File: config.mk
export PLATFORM = sky130hd
export DESIGN_NAME = rd_target
export DESIGN_NICKNAME = d
export VERILOG_FILES = /design/src/rtl/rd_bus_pkg.sv /design/src/rtl/rd_wait_ctr.sv /design/src/rtl/rd_target.sv
export SDC_FILE = /design/constraint.sdc
export NUM_CORES = 1
export LEC_CHECK = 0
export ABC_AREA = 1
export CAP_MARGIN = 10
export CORE_MARGIN = 5
export CORE_UTILIZATION = 49
export CTS_BUF_LIST = sky130_fd_sc_hd__clkbuf_8
export DETAILED_ROUTE_END_ITERATION = 12
export GPL_TIMING_DRIVEN = 0
export PLACE_DENSITY = 0.95
export SYNTH_ARGS = -nofsm -noshare
export SYNTH_HDL_FRONTEND = slang
export SYNTH_SLANG_ARGS = --single-unit
export TNS_END_PERCENT = 1
File: constraint.sdc
create_clock -name clk -period 2.4 [get_ports clk]
set_clock_uncertainty 0.05 [all_clocks]
set_input_delay 0.6 -clock clk [delete_from_list [all_inputs] [get_ports clk]]
set_output_delay 0.6 -clock clk [all_outputs]
set_load 0.02 [all_outputs]
File: src/rtl/rd_bus_pkg.sv
// Shared definitions for both ends of the go/rd/ws/ds read-strobe interface.
package rd_bus_pkg;

  // Target (responder) state encodings
  localparam logic [1:0] T_IDLE = 2'b00;
  localparam logic [1:0] T_REQ  = 2'b01;
  localparam logic [1:0] T_HOLD = 2'b10;

  // Initiator state encodings
  localparam logic [1:0] I_IDLE = 2'b00;
  localparam logic [1:0] I_READ = 2'b01;
  localparam logic [1:0] I_DLY  = 2'b10;
  localparam logic [1:0] I_DONE = 2'b11;

  localparam logic [31:0] ERR_DATA_DEFAULT = 32'hDEAD_BEEF;

endpackage

File: src/rtl/rd_wait_ctr.sv
// Saturating wait counter for the target's request phase; flags are registered
// so they line up with the count they describe.
module rd_wait_ctr #(
  parameter int unsigned MIN_WAIT = 1,
  parameter int unsigned TIMEOUT  = 64,
  parameter int unsigned CW       = 7
) (
  input  logic clk,
  input  logic reset,
  input  logic load,
  input  logic en,
  output logic ge_min,
  output logic at_timeout
);

  logic [CW-1:0] cnt;
  logic [CW-1:0] cnt_d;

  always_comb begin
    cnt_d = cnt;
    if (load) begin
      cnt_d = CW'(1);
    end else if (en && (cnt != CW'(TIMEOUT))) begin
      cnt_d = cnt + CW'(1);
    end
  end

  always_ff @(posedge clk) begin
    if (reset) begin
      cnt        <= '0;
      ge_min     <= 1'b0;
      at_timeout <= 1'b0;
    end else begin
      cnt        <= cnt_d;
      ge_min     <= (cnt_d >= CW'(MIN_WAIT));
      at_timeout <= (cnt_d == CW'(TIMEOUT));
    end
  end

endmodule

File: src/rtl/rd_target.sv
// Responder end of the rd/ws/ds read interface: holds ws while fetching a word
// over a req/ack memory handshake, then presents rdata until the initiator's ds.
module rd_target
  import rd_bus_pkg::*;
#(
  parameter int unsigned DW       = 32,
  parameter int unsigned AW       = 8,
  parameter int          MIN_WAIT = 1,
  parameter int unsigned TIMEOUT  = 64,
  parameter logic [DW-1:0] ERR_DATA = DW'(ERR_DATA_DEFAULT)
) (
  input  logic          clk,
  input  logic          reset,
  input  logic          rd,
  input  logic          ds,
  input  logic [AW-1:0] addr,
  output logic          ws,
  output logic [DW-1:0] rdata,
  output logic          err,
  output logic          mem_req,
  output logic [AW-1:0] mem_addr,
  input  logic          mem_ack,
  input  logic [DW-1:0] mem_rdata
);

  localparam int unsigned MIN_EFF = (MIN_WAIT < 1) ? 32'd1 : 32'(MIN_WAIT);
  localparam int unsigned CW      = $clog2(TIMEOUT + 1);

  logic [1:0]    state, state_d;
  logic          have_data, have_d;
  logic          ws_d, err_d, mem_req_d;
  logic [DW-1:0] rdata_d;
  logic [AW-1:0] mem_addr_d;
  logic          cnt_load, cnt_en;
  logic          ge_min, at_timeout;
  logic          ack_ok, got_data;

  // A stray ack is only meaningful while a request is outstanding
  assign ack_ok   = mem_ack & mem_req;
  assign got_data = have_data | ack_ok;
  assign cnt_en   = (state == T_REQ);

  rd_wait_ctr #(
    .MIN_WAIT(MIN_EFF),
    .TIMEOUT (TIMEOUT),
    .CW      (CW)
  ) u_ctr (
    .clk       (clk),
    .reset     (reset),
    .load      (cnt_load),
    .en        (cnt_en),
    .ge_min    (ge_min),
    .at_timeout(at_timeout)
  );

  always_ff @(posedge clk) begin
    if (reset) begin
      state <= T_IDLE;
    end else begin
      state <= state_d;
    end
  end

  always_comb begin
    state_d    = state;
    ws_d       = ws;
    err_d      = err;
    mem_req_d  = mem_req;
    mem_addr_d = mem_addr;
    rdata_d    = rdata;
    have_d     = have_data;
    cnt_load   = 1'b0;
    case (state)
      T_IDLE: begin
        ws_d      = 1'b0;
        mem_req_d = 1'b0;
        if (rd) begin
          state_d    = T_REQ;
          mem_addr_d = addr;
          cnt_load   = 1'b1;
          have_d     = 1'b0;
          err_d      = 1'b0;
          ws_d       = 1'b1;
          mem_req_d  = 1'b1;
        end
      end
      T_REQ: begin
        if (!rd) begin
          state_d   = T_IDLE;
          ws_d      = 1'b0;
          mem_req_d = 1'b0;
        end else begin
          if (ack_ok) begin
            rdata_d   = mem_rdata;
            have_d    = 1'b1;
            mem_req_d = 1'b0;
          end
          // Data arriving on the timeout cycle takes precedence over the error
          if (got_data && ge_min) begin
            state_d   = T_HOLD;
            ws_d      = 1'b0;
            mem_req_d = 1'b0;
          end else if (!got_data && at_timeout) begin
            state_d   = T_HOLD;
            ws_d      = 1'b0;
            mem_req_d = 1'b0;
            rdata_d   = ERR_DATA;
            err_d     = 1'b1;
          end
        end
      end
      T_HOLD: begin
        ws_d      = 1'b0;
        mem_req_d = 1'b0;
        if (ds || !rd) begin
          state_d = T_IDLE;
        end
      end
      default: begin
        state_d   = T_IDLE;
        ws_d      = 1'b0;
        mem_req_d = 1'b0;
      end
    endcase
  end

  always_ff @(posedge clk) begin
    if (reset) begin
      ws        <= 1'b0;
      err       <= 1'b0;
      mem_req   <= 1'b0;
      mem_addr  <= '0;
      rdata     <= '0;
      have_data <= 1'b0;
    end else begin
      ws        <= ws_d;
      err       <= err_d;
      mem_req   <= mem_req_d;
      mem_addr  <= mem_addr_d;
      rdata     <= rdata_d;
      have_data <= have_d;
    end
  end

endmodule

==> flow_summary.json <==
{
  "wl_um": 6600,
  "drv_cap": 0,
  "worstHoldPathType": "register to register",
  "outcome": "finished, final reports clean",
  "cp-end-kind": "register",
  "initial_core_util": 0.500,
  "cts_tree": "built",
  "place_congestion": 0.917,
  "finalSetupViolCount": 0,
  "setup_tns_ns": 0,
  "area_delta_synth_final_pct": 45.1,
  "startpoint_type": "input port",
  "synth_cell_types": 30,
  "grt_pass1_wl_um": 10400,
  "finalPower_w": 0.00191,
  "die_width_um": 79.0,
  "cp_slowest_stage_delay_ns": 0.49,
  "cts_buffers": 5,
  "tightest_slew_ns": 0.477,
  "cp.arrival_ns": 2.25,
  "worst_slack_ns": 0.338,
  "cpMostUsedCell": "nand2_1",
  "drc": 0,
  "hold_viol_final": 0,
  "timing.fmax_mhz": 485,
  "insertedDiodeCount": 0,
  "clock-root-buffer": "clkbuf_8",
  "area.sequential_mm2": 0.00110,
  "worst-path-max-fanout": 8,
  "multi_input_area_mm2": 0.00105,
  "syn_area_mm2": 0.00233,
  "grt_max_degree": 18,
  "cts_hold_repair.buffers": 0,
  "portBuffers": 86,
  "fin_nets": 435,
  "clk_path_buf_depth": 2,
  "grt_overflow_total": 0,
  "rows": 25,
  "critical_path_class": "input port to register",
  "cts_sinks": 55,
  "ys_seq_elements": 55,
  "drt-initial-drc-count": 123,
  "synth_nets": 342,
  "place_ws_ns": 0.103,
  "path_cells": "clkdlybuf4s50_1, nand2_1, and3_1, nand3_1, nand2_1, a221oi_2",
  "ctsResizeCount": 0,
  "p_leak_nw": 1.38,
  "drive_gt1_frac": 0.0900,
  "ir_drop_mv": 0.307,
  "cp_slowest_cell": "clkdlybuf4s50_1",
  "post_dp_cell_area_mm2": 0.00326,
  "grt_pass1_vias": 2240,
  "chipHeight_um": 79.0,
  "period_share": 0.859,
  "fill_cells": 338,
  "crit_required_ns": 2.59,
  "via_per_inst": 5.21,
  "wl_per_cell_um": 14.9,
  "synth_cells": 295,
  "antenna_left": 0,
  "firstDrtPassIters": 4,
  "dr_total_vias": 2309,
  "track_usage": 0.209,
  "drv_slew": 0,
  "rsz0062_at_grt": "false",
  "grt_antenna_before_repair": 0,
  "die_area_mm2": 0.00623,
  "io-pin-count": 88,
  "syn_area_per_cell_um2": 7.90,
  "path_delay_family": "simple AND/OR/NAND/NOR gates",
  "powerDensity_mw_per_mm2": 566,
  "clock_latency_ns": 0.31,
  "finalCriticalPeriod_ns": 2.06,
  "fin_area_mm2": 0.00338,
  "yosys_warnings": 0,
  "dp_hpwl_um": 4800,
  "htree_num_levels": 2,
  "critPathBufInv": 1,
  "max_slew_margin": 0.682,
  "post_cts_buffers": 0,
  "cts.reportedPaths.clkPinSlew_ns": 0.10,
  "seq_area_frac_synth": 0.473,
  "core_mm2": 0.00466
}
==> worst paths after layout <==
path / startpoint / end / slack [ns] / cells after the start
worst max-delay path: mem_ack / rdata[29]$_SDFFE_PP0P_ / 0.34 / 6
worst min-delay path: rdata[29]$_SDFFE_PP0P_ / rdata[29]$_SDFFE_PP0P_ / 0.43 / 2
worst max register to register: mem_req$_SDFFE_PP0P_ / rdata[17]$_SDFFE_PP0P_ / 0.76 / 5
worst min register to register: rdata[29]$_SDFFE_PP0P_ / rdata[29]$_SDFFE_PP0P_ / 0.43 / 2
==> layout make-up <==
type | count | area share
repair buffers | 86 | 0.255
flip-flops and latches | 55 | 0.326
clock inverters | 2 | 0.0115
plain buffers | 15 | 0.0274
clock buffers | 6 | 0.0244
multi-input cells | 201 | 0.310
inverters | 24 | 0.0267
well taps | 54 | 0.0200
==> cell families after synthesis <==
logic type,count (synthesis),synth area share
buffers and inverters,39,0.0784
and+or+nand+nor,150,0.298
muxes,7,0.0301
adders and majority gates,2,0.0107
xor gates and xnor gates,1,0.00376
DFF,55,0.473
AOI/OAI and AO/OA,41,0.106
==> power by group <==
| part | leakage (nW) | total, W | switching (W) | internal, W |
|---|---|---|---|---|
| logic | 0.871 | 0.000288 | 0.000144 | 0.000144 |
| registers | 0.447 | 0.000962 | 0.0000200 | 0.000942 |
| clock network | 0.0618 | 0.000663 | 0.000319 | 0.000344 |
| total | 1.38 | 0.00191 | 0.000483 | 0.00143 |
==> state kept, by name, summed over array words and instances (netlist names) <==
name,flops
u_ctr.at_timeout,1
rdata,32
u_ctr.cnt,7
u_ctr.ge_min,1
mem_addr,8
mem_req,1
ws,1
err,1
state,2
have_data,1
==> worst min-delay path, cell delays in order, from the launching register on <==
cell	delay [ns]
dfxtp_1	0.33
inv_1	0.06
a221oi_2	0.05
==> metrics by stage <==
| stage | cells | utilization | hold WS (ns) |
|---|---|---|---|
| floorplan | 295 | - | 0.387 |
| CTS | 443 | 0.725 | 0.434 |
| finish | 443 | 0.725 | 0.430 |
| global placement | 435 | 0.699 | 0.398 |
| global route | 443 | 0.725 | 0.463 |
| detailed placement | 435 | 0.699 | 0.416 |
==> Yosys cell counts <==
library cell | instances | share of area
inv_2 | 3 | 0.0048
a21oi_1 | 7 | 0.015
nand3_1 | 12 | 0.026
dfxtp_1 | 55 | 0.47
nor2_8 | 1 | 0.0086
nand4_2 | 1 | 0.0054
a31oi_1 | 24 | 0.064
a21boi_0 | 1 | 0.0032
a221oi_2 | 1 | 0.0064
and3_1 | 1 | 0.0027
and2_0 | 1 | 0.0027
buf_2 | 5 | 0.011
clkbuf_1 | 5 | 0.0081
nand3_2 | 1 | 0.0043
nand4_1 | 2 | 0.0054
nand3_4 | 2 | 0.015
nand2_2 | 1 | 0.0027
nor2_1 | 39 | 0.063
buf_4 | 2 | 0.0064
o21ai_0 | 8 | 0.017
mux2i_1 | 7 | 0.030
ha_1 | 2 | 0.011
nand2_1 | 80 | 0.13
nand2_4 | 1 | 0.0048
nor2_2 | 3 | 0.0081
buf_6 | 3 | 0.014
nand3b_1 | 2 | 0.0064
xnor2_1 | 1 | 0.0038
inv_1 | 21 | 0.034
nor2_4 | 3 | 0.014
==> layer usage <==
layer	wire, um	track usage	up-vias	share of wire
li1	-	-	1138	-
met1	2710	0.236	1074	0.41
met2	3360	0.389	84	0.51
met3	404	0.0476	13	0.061
met4	126	0.0670	0	0.019
met5	0	0	-	0
==> layout by cell type (no fill, tap or decap), types with 2 or more instances in the layout <==
master,Yosys,final
clkbuf_8,0,6
clkdlybuf4s50_1,0,86
nor2_2,3,3
buf_6,3,3
ha_1,2,2
nand2_1,80,80
mux2i_1,7,7
nor2_4,3,3
clkbuf_1,5,5
nand4_1,2,2
o21ai_0,8,8
buf_4,2,2
inv_2,3,3
a21oi_1,7,7
nand3_1,12,12
dfxtp_1,55,55
nor2_1,39,39
nand3_4,2,2
a31oi_1,24,24
inv_1,21,21
buf_2,5,5
nand3b_1,2,2
Power figures use the tool's default switching activity.
